**config.mk**
```make
export PLATFORM = sky130hd
export DESIGN_NAME = amp_init_seq
export DESIGN_NICKNAME = d
export VERILOG_FILES = /design/src/rtl/toi2s_pkg.sv /design/src/rtl/amp_i2c_wr.sv /design/src/rtl/amp_init_seq.sv
export SDC_FILE = /design/constraint.sdc
export NUM_CORES = 1
export LEC_CHECK = 0
export CAP_MARGIN = 20
export CORE_MARGIN = 1.5
export CORE_UTILIZATION = 64
export DETAILED_ROUTE_END_ITERATION = 8
export PLACE_DENSITY = 0.88
export SLEW_MARGIN = 15
export SYNTH_ARGS = -nofsm -noshare
export SYNTH_HDL_FRONTEND = slang
export SYNTH_SLANG_ARGS = --single-unit
```
**constraint.sdc**
```tcl
create_clock -name clk -period 6.83 [get_ports clk]
set_input_delay 2.049 -clock clk [delete_from_list [all_inputs] [get_ports clk]]
set_output_delay 2.049 -clock clk [all_outputs]
set_load 0.03 [all_outputs]
```
**src/rtl/toi2s_pkg.sv**
```systemverilog
// Shared types and constants for the I2S amplifier power-up/configuration path.
// Holds the init command table and the state encodings of the sequencer and I2C engine.
package toi2s_pkg;

  localparam int AMP_NCMD = 8;

  typedef struct packed {
    logic [7:0] reg_addr;
    logic [7:0] data;
  } amp_cmd_t;

  // Entry 0 occupies the least-significant slot and is written first.
  localparam amp_cmd_t [AMP_NCMD-1:0] AMP_INIT_TABLE = {
    16'h0303,
    16'h5403,
    16'h4C30,
    16'h0200,
    16'h0100,
    16'h0302,
    16'h7F00,
    16'h0000
  };

  typedef enum logic [2:0] {
    S_IDLE,
    S_EN_WAIT,
    S_XFER,
    S_NEXT,
    S_RUN,
    S_ERROR
  } seq_state_t;

  typedef enum logic [2:0] {
    B_IDLE,
    B_START,
    B_BIT,
    B_ACK,
    B_STOP
  } bit_state_t;

  function automatic logic [7:0] addr_wr_byte(input logic [6:0] addr7);
    return {addr7, 1'b0};
  endfunction

endpackage

```
**src/rtl/amp_i2c_wr.sv**
```systemverilog
// Single 3-byte I2C write engine: START, {addr,W}, reg, data, STOP, paced by a quarter-period tick.
// Aborts to STOP after the ACK bit of any byte that the slave NACKs.
module amp_i2c_wr
  import toi2s_pkg::*;
(
  input  logic       clk,
  input  logic       reset,
  input  logic       q_tick,
  input  logic       go,
  input  logic [6:0] addr7,
  input  logic [7:0] reg_addr,
  input  logic [7:0] data,
  input  logic       sda_i,
  output logic       scl_o,
  output logic       sda_oe,
  output logic       done,
  output logic       nack
);

  bit_state_t state, state_nxt;
  logic [1:0] q, q_nxt;
  logic [2:0] bit_cnt, bit_nxt;
  logic [1:0] byte_cnt, byte_nxt;
  logic [7:0] sh, sh_nxt;
  logic [7:0] next_byte;
  logic       scl_nxt, sda_oe_nxt;
  logic       nack_seen, nack_seen_nxt;

  // Byte loaded after the ACK of byte 0 is the register, after byte 1 the data.
  assign next_byte = (byte_cnt == 2'd0) ? reg_addr : data;

  // Every registered output is computed for the quarter that begins at the tick edge.
  always_comb begin
    // NOTE: every variable gets a default first so no path leaves one unassigned (no latches).
    state_nxt     = state;
    q_nxt         = q;
    bit_nxt       = bit_cnt;
    byte_nxt      = byte_cnt;
    sh_nxt        = sh;
    scl_nxt       = scl_o;
    sda_oe_nxt    = sda_oe;
    nack_seen_nxt = nack_seen;
    done          = 1'b0;
    if (go) begin
      state_nxt     = B_START;
      q_nxt         = 2'd0;
      bit_nxt       = 3'd0;
      byte_nxt      = 2'd0;
      sh_nxt        = addr_wr_byte(addr7);
      scl_nxt       = 1'b1;
      sda_oe_nxt    = 1'b1;
      nack_seen_nxt = 1'b0;
    end else if (q_tick) begin
      q_nxt = q + 2'd1;
      unique case (state)
        B_IDLE: q_nxt = q;
        B_START: begin
          if (q == 2'd0) begin
            scl_nxt = 1'b0;
          end else begin
            state_nxt  = B_BIT;
            q_nxt      = 2'd0;
            sda_oe_nxt = ~sh[7];
          end
        end
        B_BIT: begin
          unique case (q)
            2'd0: scl_nxt = 1'b1;
            2'd2: scl_nxt = 1'b0;
            2'd3: begin
              if (bit_cnt == 3'd7) begin
                state_nxt  = B_ACK;
                sda_oe_nxt = 1'b0;
              end else begin
                bit_nxt    = bit_cnt + 3'd1;
                sh_nxt     = {sh[6:0], 1'b0};
                sda_oe_nxt = ~sh[6];
              end
            end
            default: ;
          endcase
        end
        B_ACK: begin
          unique case (q)
            2'd0: scl_nxt = 1'b1;
            2'd2: begin
              scl_nxt       = 1'b0;
              nack_seen_nxt = sda_i;
            end
            2'd3: begin
              if (nack_seen || byte_cnt == 2'd2) begin
                state_nxt  = B_STOP;
                sda_oe_nxt = 1'b1;
              end else begin
                state_nxt  = B_BIT;
                byte_nxt   = byte_cnt + 2'd1;
                bit_nxt    = 3'd0;
                sh_nxt     = next_byte;
                sda_oe_nxt = ~next_byte[7];
              end
            end
            default: ;
          endcase
        end
        B_STOP: begin
          unique case (q)
            2'd0: scl_nxt = 1'b1;
            2'd1: sda_oe_nxt = 1'b0;
            2'd2: begin
              state_nxt = B_IDLE;
              q_nxt     = 2'd0;
              done      = 1'b1;
            end
            default: ;
          endcase
        end
        default: state_nxt = B_IDLE;
      endcase
    end
  end

  assign nack = done & nack_seen;

  always_ff @(posedge clk) begin
    // NOTE: state registers use non-blocking assignments so all flops update from pre-edge values.
    if (reset) begin
      state     <= B_IDLE;
      q         <= 2'd0;
      bit_cnt   <= 3'd0;
      byte_cnt  <= 2'd0;
      sh        <= 8'h00;
      scl_o     <= 1'b1;
      sda_oe    <= 1'b0;
      nack_seen <= 1'b0;
    end else begin
      state     <= state_nxt;
      q         <= q_nxt;
      bit_cnt   <= bit_nxt;
      byte_cnt  <= byte_nxt;
      sh        <= sh_nxt;
      scl_o     <= scl_nxt;
      sda_oe    <= sda_oe_nxt;
      nack_seen <= nack_seen_nxt;
    end
  end

endmodule

```
**src/rtl/amp_init_seq.sv**
```systemverilog
// Amplifier power-up sequencer: enable, settle, replay the init table over I2C, then hand
// mute to the register bank. Reports busy/done/NACK status back to readable registers.
module amp_init_seq
  import toi2s_pkg::*;
#(
  parameter int                        CLK_DIV    = 60,
  parameter logic [6:0]                AMP_ADDR   = 7'h2C,
  parameter int                        NCMD       = AMP_NCMD,
  parameter int                        EN_WAIT    = 27000,
  parameter amp_cmd_t [NCMD-1:0]       INIT_TABLE = AMP_INIT_TABLE
) (
  input  logic                    clk,
  input  logic                    reset,
  input  logic                    start,
  input  logic                    mute_req,
  input  logic                    sda_i,
  output logic                    scl_o,
  output logic                    sda_oe,
  output logic                    amp_nenable,
  output logic                    amp_mute,
  output logic                    busy,
  output logic                    done,
  output logic                    nack_err,
  output logic [$clog2(NCMD)-1:0] err_idx
);

  localparam int IDX_W  = $clog2(NCMD);
  localparam int DIV_W  = (CLK_DIV > 1) ? $clog2(CLK_DIV) : 1;
  localparam int WAIT_W = (EN_WAIT > 1) ? $clog2(EN_WAIT) : 1;
  localparam logic [DIV_W-1:0]  DIV_LAST  = DIV_W'(CLK_DIV - 1);
  localparam logic [WAIT_W-1:0] WAIT_LAST = WAIT_W'(EN_WAIT - 1);
  localparam logic [IDX_W-1:0]  IDX_LAST  = IDX_W'(NCMD - 1);

  seq_state_t        state, state_nxt;
  logic [DIV_W-1:0]  div_cnt;
  logic [WAIT_W-1:0] wait_cnt;
  logic [IDX_W-1:0]  idx;
  logic              q_tick;
  logic              go;
  logic              wr_done, wr_nack;
  amp_cmd_t          cur_cmd;

  assign q_tick  = (div_cnt == DIV_LAST);
  assign cur_cmd = INIT_TABLE[idx];

  // go doubles as the divider clear so every transaction starts on a full quarter.
  always_comb begin
    state_nxt = state;
    go        = 1'b0;
    unique case (state)
      S_IDLE, S_RUN, S_ERROR: begin
        if (start) state_nxt = S_EN_WAIT;
      end
      S_EN_WAIT: begin
        if (wait_cnt == WAIT_LAST) begin
          state_nxt = S_XFER;
          go        = 1'b1;
        end
      end
      S_XFER: begin
        if (wr_done) state_nxt = wr_nack ? S_ERROR : S_NEXT;
      end
      S_NEXT: begin
        if (idx == IDX_LAST) begin
          state_nxt = S_RUN;
        end else if (q_tick) begin
          state_nxt = S_XFER;
          go        = 1'b1;
        end
      end
      default: state_nxt = S_IDLE;
    endcase
  end

  always_ff @(posedge clk) begin
    if (reset) begin
      state       <= S_IDLE;
      div_cnt     <= '0;
      wait_cnt    <= '0;
      idx         <= '0;
      amp_nenable <= 1'b1;
      amp_mute    <= 1'b1;
      busy        <= 1'b0;
      done        <= 1'b0;
      nack_err    <= 1'b0;
      err_idx     <= '0;
    end else begin
      state    <= state_nxt;
      div_cnt  <= (go || q_tick) ? '0 : div_cnt + 1'b1;
      wait_cnt <= (state == S_EN_WAIT) ? wait_cnt + 1'b1 : '0;
      if (state == S_EN_WAIT) begin
        idx <= '0;
      end else if (state == S_NEXT && go) begin
        idx <= idx + 1'b1;
      end
      // Status follows the next state so it lines up with the state change itself.
      amp_nenable <= (state_nxt == S_IDLE) || (state_nxt == S_ERROR);
      amp_mute    <= (state_nxt == S_RUN) ? mute_req : 1'b1;
      busy        <= (state_nxt == S_EN_WAIT) || (state_nxt == S_XFER) || (state_nxt == S_NEXT);
      done        <= (state_nxt == S_RUN);
      nack_err    <= (state_nxt == S_ERROR);
      if (state == S_XFER && state_nxt == S_ERROR) err_idx <= idx;
    end
  end

  amp_i2c_wr u_wr (
    .clk      (clk),
    .reset    (reset),
    .q_tick   (q_tick),
    .go       (go),
    .addr7    (AMP_ADDR),
    .reg_addr (cur_cmd.reg_addr),
    .data     (cur_cmd.data),
    .sda_i    (sda_i),
    .scl_o    (scl_o),
    .sda_oe   (sda_oe),
    .done     (wr_done),
    .nack     (wr_nack)
  );

endmodule

```
==> results_dict.tcl, run 1 <==
set metrics [dict create \
    combPwrFrac_pct 3.2 \
    cts_max_level 3 \
    nets 389 \
    hold_path_class "flop to flop" \
    synth_area_per_cell_um2 8.89 \
    fin_crit_ns 3.99 \
    drive_gt1_share_pct 9.14 \
    post_cts_buffers 0 \
    power_density_nw_per_um2 221 \
    rsz0062_at_grt "no" \
    antenna_found_initial 0 \
    crit_start "reset" \
    vias_per_cell 5.59 \
    die_area_um2 5430 \
    skew_ns 0.00589 \
    yosysSeqAreaShare_pct 40.7 \
    clkPwrFrac_pct 47.4 \
    antennaDiodeCount 0 \
    drt_first_iter_violations 154 \
    crit_end "cur_cmd[12]$_DFF_P_" \
    async_flop_share_pct 0 \
    seqPwrFrac_pct 49.3 \
    crit_required_ns 7.06 \
    route.detailed.drc 0 \
    clockRootBuffer "clkbuf_8" \
    portBuffers 14 \
    end_kind "flop" \
    r2r.worst_path.cells 10 \
    synthesis.nets 382 \
    cts_tree "done" \
    ys_types 65 \
    dp_hpwl_um 4300 \
    drt_wl_total_um 6190 \
    place_area_um2 3320 \
    synth_top_area_cell "dfxtp_1" \
    yosysWarnings 0 \
    clock-sinks 65 \
    critical_path_arrival_ns 4.23 \
    final_max_slew_viol_count 0 \
    reg2reg_slack_ns 3.99 \
    row_count 25 \
    coreArea_um2 4750 \
    start_util_pct 67.3 \
    cap_violations 0 \
    clock.fmax_ghz 0.251 \
    hold_violations 0 \
    dieWidth_um 73.7 \
    crit_fanout 20 \
    final_cell_mix "dfxtp_1, nor2_1, nand2_1" \
    cpLargestDelayFamily "buffers and inverters" \
    route.vias.total 2456 \
    total_leakage_power_nw 1.28 \
    cp_num_buf_inv 2 \
    antenna_left 0 \
    first_pass_iters 4 \
    slowest_delay_ns 0.77 \
    setup_tns_ns 0 \
    cp-start-kind "primary input" \
    netlist.area_leader.share_pct 40.7 \
    die_height_um 73.7 \
    crit_chain "clkdlybuf4s50_1 -> nor3_1 -> inv_1 -> ha_1 -> nor2b_2 -> a21o_1" \
    final_common_cell "dfxtp_1" \
    synth_cells 360 \
    critPathSlowestCell "clkdlybuf4s50_1" \
    area_growth_pct 11.0 \
    clk_pin_slew_ns 0.07 \
    insertion_delay_ns 0.34 \
    status "complete, no violations" \
    final_area_um2 3550 \
    ctsHoldBuffers 0 \
    ys.flop_type "dfxtp_1" \
    vdd.ir_drop.worst_mv 0.141 \
    finalCritPeriodShare_pct 58.4 \
    swShare_pct 21.1 \
    post_cts_resized 0 \
    synth_top_cells_by_area "dfxtp_1, ha_1, nor2_1" \
    crit_type "primary input to flop" \
    place_congestion 0.886 \
    synth_edf_count 0 \
    slew_headroom_pct 52.1 \
    finalSetupViolCount 0 \
    r2r-end "cur_cmd[12]$_DFF_P_" \
    grt_pass1_wl_um 10200 \
    finalPower_mw 0.784 \
    avgRoutedWirePerCell_um 14.1 \
    cp.depth 6 \
    clock_path_buffers 2 \
    synth_area_um2 3200 \
    overflow 0 \
    ys_ff_latch 65 \
    grt_start_max_net_pins 21 \
    tightest_slew_ns 0.716 \
    io_pins 15 \
    cts_buffers 9 \
    switching_power_mw 0.165 \
    whs_path_depth 1 \
    worstReg2RegStart "idx[0]$_SDFFE_PP0P_" \
    grt_pass1_vias 2320 \
    p_int_mw 0.618 \
    track_usage_pct 25.1 \
]
-- per-layer routing --
metal | part of all wire [%] | global-route usage (%)
met1 | 45 | 30.2
met2 | 49 | 40.8
met3 | 3.8 | 7.68
met4 | 1.6 | 11.3
met5 | 0 | 0
-- layout make-up --
type,instances,area (um2)
multi-input cells,261,1740
flip-flops and latches,65,1300
fillers,341,1200
clock buffers,12,155
repair buffers,14,140
well taps,67,83.8
clock inverters,4,75.1
inverters,16,60.1
-- worst min path at each step --
stage                                   end  slack, ns                    start
floorplan             div_cnt[0]$_SDFF_PP0_       0.42    div_cnt[0]$_SDFF_PP0_
global placement      div_cnt[0]$_SDFF_PP0_       0.43    div_cnt[0]$_SDFF_PP0_
detailed placement    div_cnt[0]$_SDFF_PP0_       0.44    div_cnt[0]$_SDFF_PP0_
CTS                   div_cnt[0]$_SDFF_PP0_       0.45    div_cnt[0]$_SDFF_PP0_
global route        u_wr.sh[1]$_SDFFE_PP0P_       0.48  u_wr.sh[1]$_SDFFE_PP0P_
finish                div_cnt[0]$_SDFF_PP0_       0.45    div_cnt[0]$_SDFF_PP0_
-- kinds of logic (layout without fill, tap and decap cells) --
group,after synthesis,count (layout),synth area share [%]
AND/OR/NAND/NOR,152,152,25.4
flip-flops,65,65,40.7
AO/OA/AOI/OAI,61,61,13.1
buffers and inverters,34,46,5.04
XOR/XNOR,20,20,5.47
adder cells (fa/ha/maj),17,17,6.65
multiplexers,11,11,3.64
-- through the flow --
stage	instances	util, %	setup slack [ns]	hold slack (ns)
2_1_floorplan	360	-	3.45	0.418
3_3_place_gp	423	69.9	2.67	0.427
3_5_place_dp	423	69.9	2.53	0.436
4_1_cts	439	74.7	2.83	0.452
5_1_grt	439	74.7	2.66	0.478
6_report	439	74.7	2.84	0.450
-- worst register-to-register path, delay by kind of cell, from the launching register on --
family / cells / cell delay [ns]
flip-flops: 1 / 0.34
AO/OA/AOI/OAI: 1 / 0.17
buffers and inverters: 1 / 0.15
adder cells (fa/ha/maj): 3 / 0.68
multiplexers: 1 / 0.20
AND/OR/NAND/NOR: 4 / 1.20
-- Yosys cell counts, types with 3 or more instances --
master	instances
dfxtp_1	65
nor2_1	48
nand2_1	29
a21oi_1	18
ha_1	17
inv_1	16
nand3_1	13
xnor2_1	11
clkbuf_1	9
mux2i_1	9
xor2_1	9
o21ai_0	7
a31oi_1	6
nor3_1	6
a211oi_1	5
and2_1	5
and3_1	5
buf_2	5
or3_1	5
a21o_1	4
nand2b_1	4
nand4_1	4
nor3b_1	4
nor2b_1	3
o21bai_1	3
-- power by group through the flow --
stage                     clock (mW)  combinational [mW]  sequential [mW]
after floorplan                    0              0.0186            0.396
after global placement             0              0.0248            0.395
after detailed placement           0              0.0255            0.395
after CTS                      0.377              0.0256            0.387
after global routing           0.397              0.0282            0.387
final                          0.372              0.0254            0.387
-- registers in the layout, summed over array words and instances, names as in the netlist --
signal	count
wait_cnt	15
cur_cmd	9
u_wr.sh	8
div_cnt	6
err_idx	3
idx	3
state	3
u_wr.bit_cnt	3
u_wr.state	3
u_wr.byte_cnt	2
u_wr.q	2
amp_mute	1
amp_nenable	1
busy	1
done	1
nack_err	1
u_wr.nack_seen	1
u_wr.scl_o	1
u_wr.sda_oe	1
Power figures use the tool's default switching activity.
==> inputs of run 2 (changes only) <==
Settings changed: CORE_UTILIZATION 64 to 60, PLACE_DENSITY 0.88 to 0.83.
Clock period 6.83 ns to 3.7 ns, I/O delays scaled along.
==> run 2 against run 1 <==
  * Flip-flop and latch count is the same
  * Hold slack gained 0.0073 ns
  * First-iteration DRC count grew 31%
  * Global-route usage shrank 1.6 points
  * Critical endpoint is now cur_cmd[10]$_DFF_P_
  * Largest power group unchanged
  * Highest routed layer unchanged
==> results_dict.tcl, run 2 (synthesis gave the netlist of run 1 again) <==
set metrics [dict create \
    status "complete, no violations" \
    clock-sinks 65 \
    final_common_cell "dfxtp_1" \
    rsz0062_at_grt "no" \
    die_height_um 76.0 \
    hold_path_class "flop to flop" \
    io_pins 15 \
    coreArea_um2 5140 \
    start_util_pct 62.3 \
    grt_pass1_vias 2410 \
    die_area_um2 5780 \
    drt_wl_total_um 6150 \
    skew_ns 0.0121 \
    critPathSlowestCell "nor3_1" \
    timing.hold.ws_ns 0.457 \
    antenna_left 0 \
    vdd.ir_drop.worst_mv 0.298 \
    row_count 26 \
    nets 391 \
    power_density_nw_per_um2 382 \
    route.detailed.drc 0 \
    clock_path_buffers 2 \
    cts_buffers 9 \
    post_cts_buffers 0 \
    final_cell_mix "dfxtp_1, nor2_1, nand2_1" \
    final_util_pct 68.7 \
    drt_first_iter_violations 201 \
    final_max_slew_viol_count 0 \
    route.vias.total 2456 \
    ctsHoldBuffers 0 \
    antenna_found_initial 0 \
    finalCritPeriodShare_pct 74.8 \
    slowest_delay_ns 0.44 \
    total_leakage_power_nw 1.28 \
    tightest_slew_ns 0.679 \
    post_cts_resized 0 \
    cp_common_cell "ha_1" \
    crit_fanout 5 \
    cts_tree "done" \
    crit_type "flop to flop" \
    clk_pin_slew_ns 0.07 \
    area_growth_pct 10.3 \
    dieWidth_um 76.0 \
    fin_crit_ns 2.77 \
    setup_tns_ns 0 \
    cp-start-kind "flop" \
    grt_pass1_wl_um 10800 \
    cap_violations 0 \
    drive_gt1_share_pct 9.09 \
    slew_headroom_pct 54.3 \
    dp_hpwl_um 4300 \
    crit_chain "ha_1 -> ha_1 -> and4bb_2 -> nand3_1 -> mux2i_1 -> nor3_1 -> inv_1 -> ha_1 -> nor2b_2 -> a21o_1" \
    top_register "wait_cnt" \
    largest_reg_flops 15 \
    track_usage_pct 23.4 \
    avgRoutedWirePerCell_um 13.9 \
    place_congestion 0.841 \
    clockRootBuffer "clkbuf_8" \
    portBuffers 14 \
    num-fill-cells 431 \
    critical_path_arrival_ns 3.00 \
    cts_max_level 3 \
    insertion_delay_ns 0.35 \
    clock.fmax_ghz 0.361 \
    hold_violations 0 \
    grt_start_max_net_pins 19 \
    crit_required_ns 3.93 \
    vias_per_cell 5.53 \
    antennaDiodeCount 0 \
    first_pass_iters 4 \
    end_kind "flop" \
    finalSetupViolCount 0 \
    overflow 0 \
]
## run 2: cell types whose count changed in the layout (fill, tap and decap cells not counted)
cell / delta
buf_4: +2
clkbuf_1: +2
bufinv_16: -1
clkinvlp_4: -2
clkbuf_8: -1
clkinv_2: +2
## run 2: final timing paths
check / cells past startpoint / to / slack (ns) / from
max: 10 / cur_cmd[10]$_DFF_P_ / 0.93 / idx[0]$_SDFFE_PP0P_
min: 2 / u_wr.bit_cnt[1]$_SDFFE_PP0P_ / 0.46 / u_wr.bit_cnt[1]$_SDFFE_PP0P_
max reg2reg: 10 / cur_cmd[10]$_DFF_P_ / 0.93 / idx[0]$_SDFFE_PP0P_
min reg2reg: 2 / u_wr.bit_cnt[1]$_SDFFE_PP0P_ / 0.46 / u_wr.bit_cnt[1]$_SDFFE_PP0P_
## run 2: report_power, final
part / switching [mW] / internal, mW / total (mW)
Clock: 0.257 / 0.328 / 0.585
Combinational: 0.0294 / 0.0201 / 0.0495
Sequential: 0.00681 / 0.707 / 0.714
Total: 0.293 / 1.06 / 1.35
## run 2: worst max-delay path, delay by kind of cell, from the launching register on
family	cells	cell delay, ns
AND/OR/NAND/NOR	4	1.14
adder cells (fa/ha/maj)	3	0.69
flip-flops	1	0.33
multiplexers	1	0.20
AO/OA/AOI/OAI	1	0.17
buffers and inverters	1	0.14
## run 2: layout make-up
cell class	instances	area [um2]	share of cell area [%]
Clock buffer	13	149	4.22
Sequential cell	65	1300	36.9
Tap cell	70	87.6	2.48
Clock inverter	3	40.0	1.13
Timing Repair Buffer	16	155	4.39
Multi-Input combinational cell	261	1740	49.2
Inverter	16	60.1	1.70
## run 2: per-stage QoR
| stage | cell area, um2 | power (mW) | setup slack (ns) | std cells |
|---|---|---|---|---|
| after global placement | 3340 | 0.777 | 0.910 | 428 |
| final | 3530 | 1.35 | 0.932 | 444 |
| after detailed placement | 3340 | 0.779 | 0.842 | 428 |
| after floorplan | 3200 | 0.765 | 1.26 | 360 |
| after CTS | 3530 | 1.36 | 0.916 | 444 |
| after global routing | 3530 | 1.40 | 0.727 | 444 |
## run 2: routing by layer
metal / track usage (%) / wire (um) / up-vias
met5: 0 / 0 / -
met4: 10.0 / 92 / 0
met3: 6.59 / 191 / 12
met2: 38.6 / 3050 / 35
met1: 28.7 / 2820 / 1152
li1: - / - / 1257
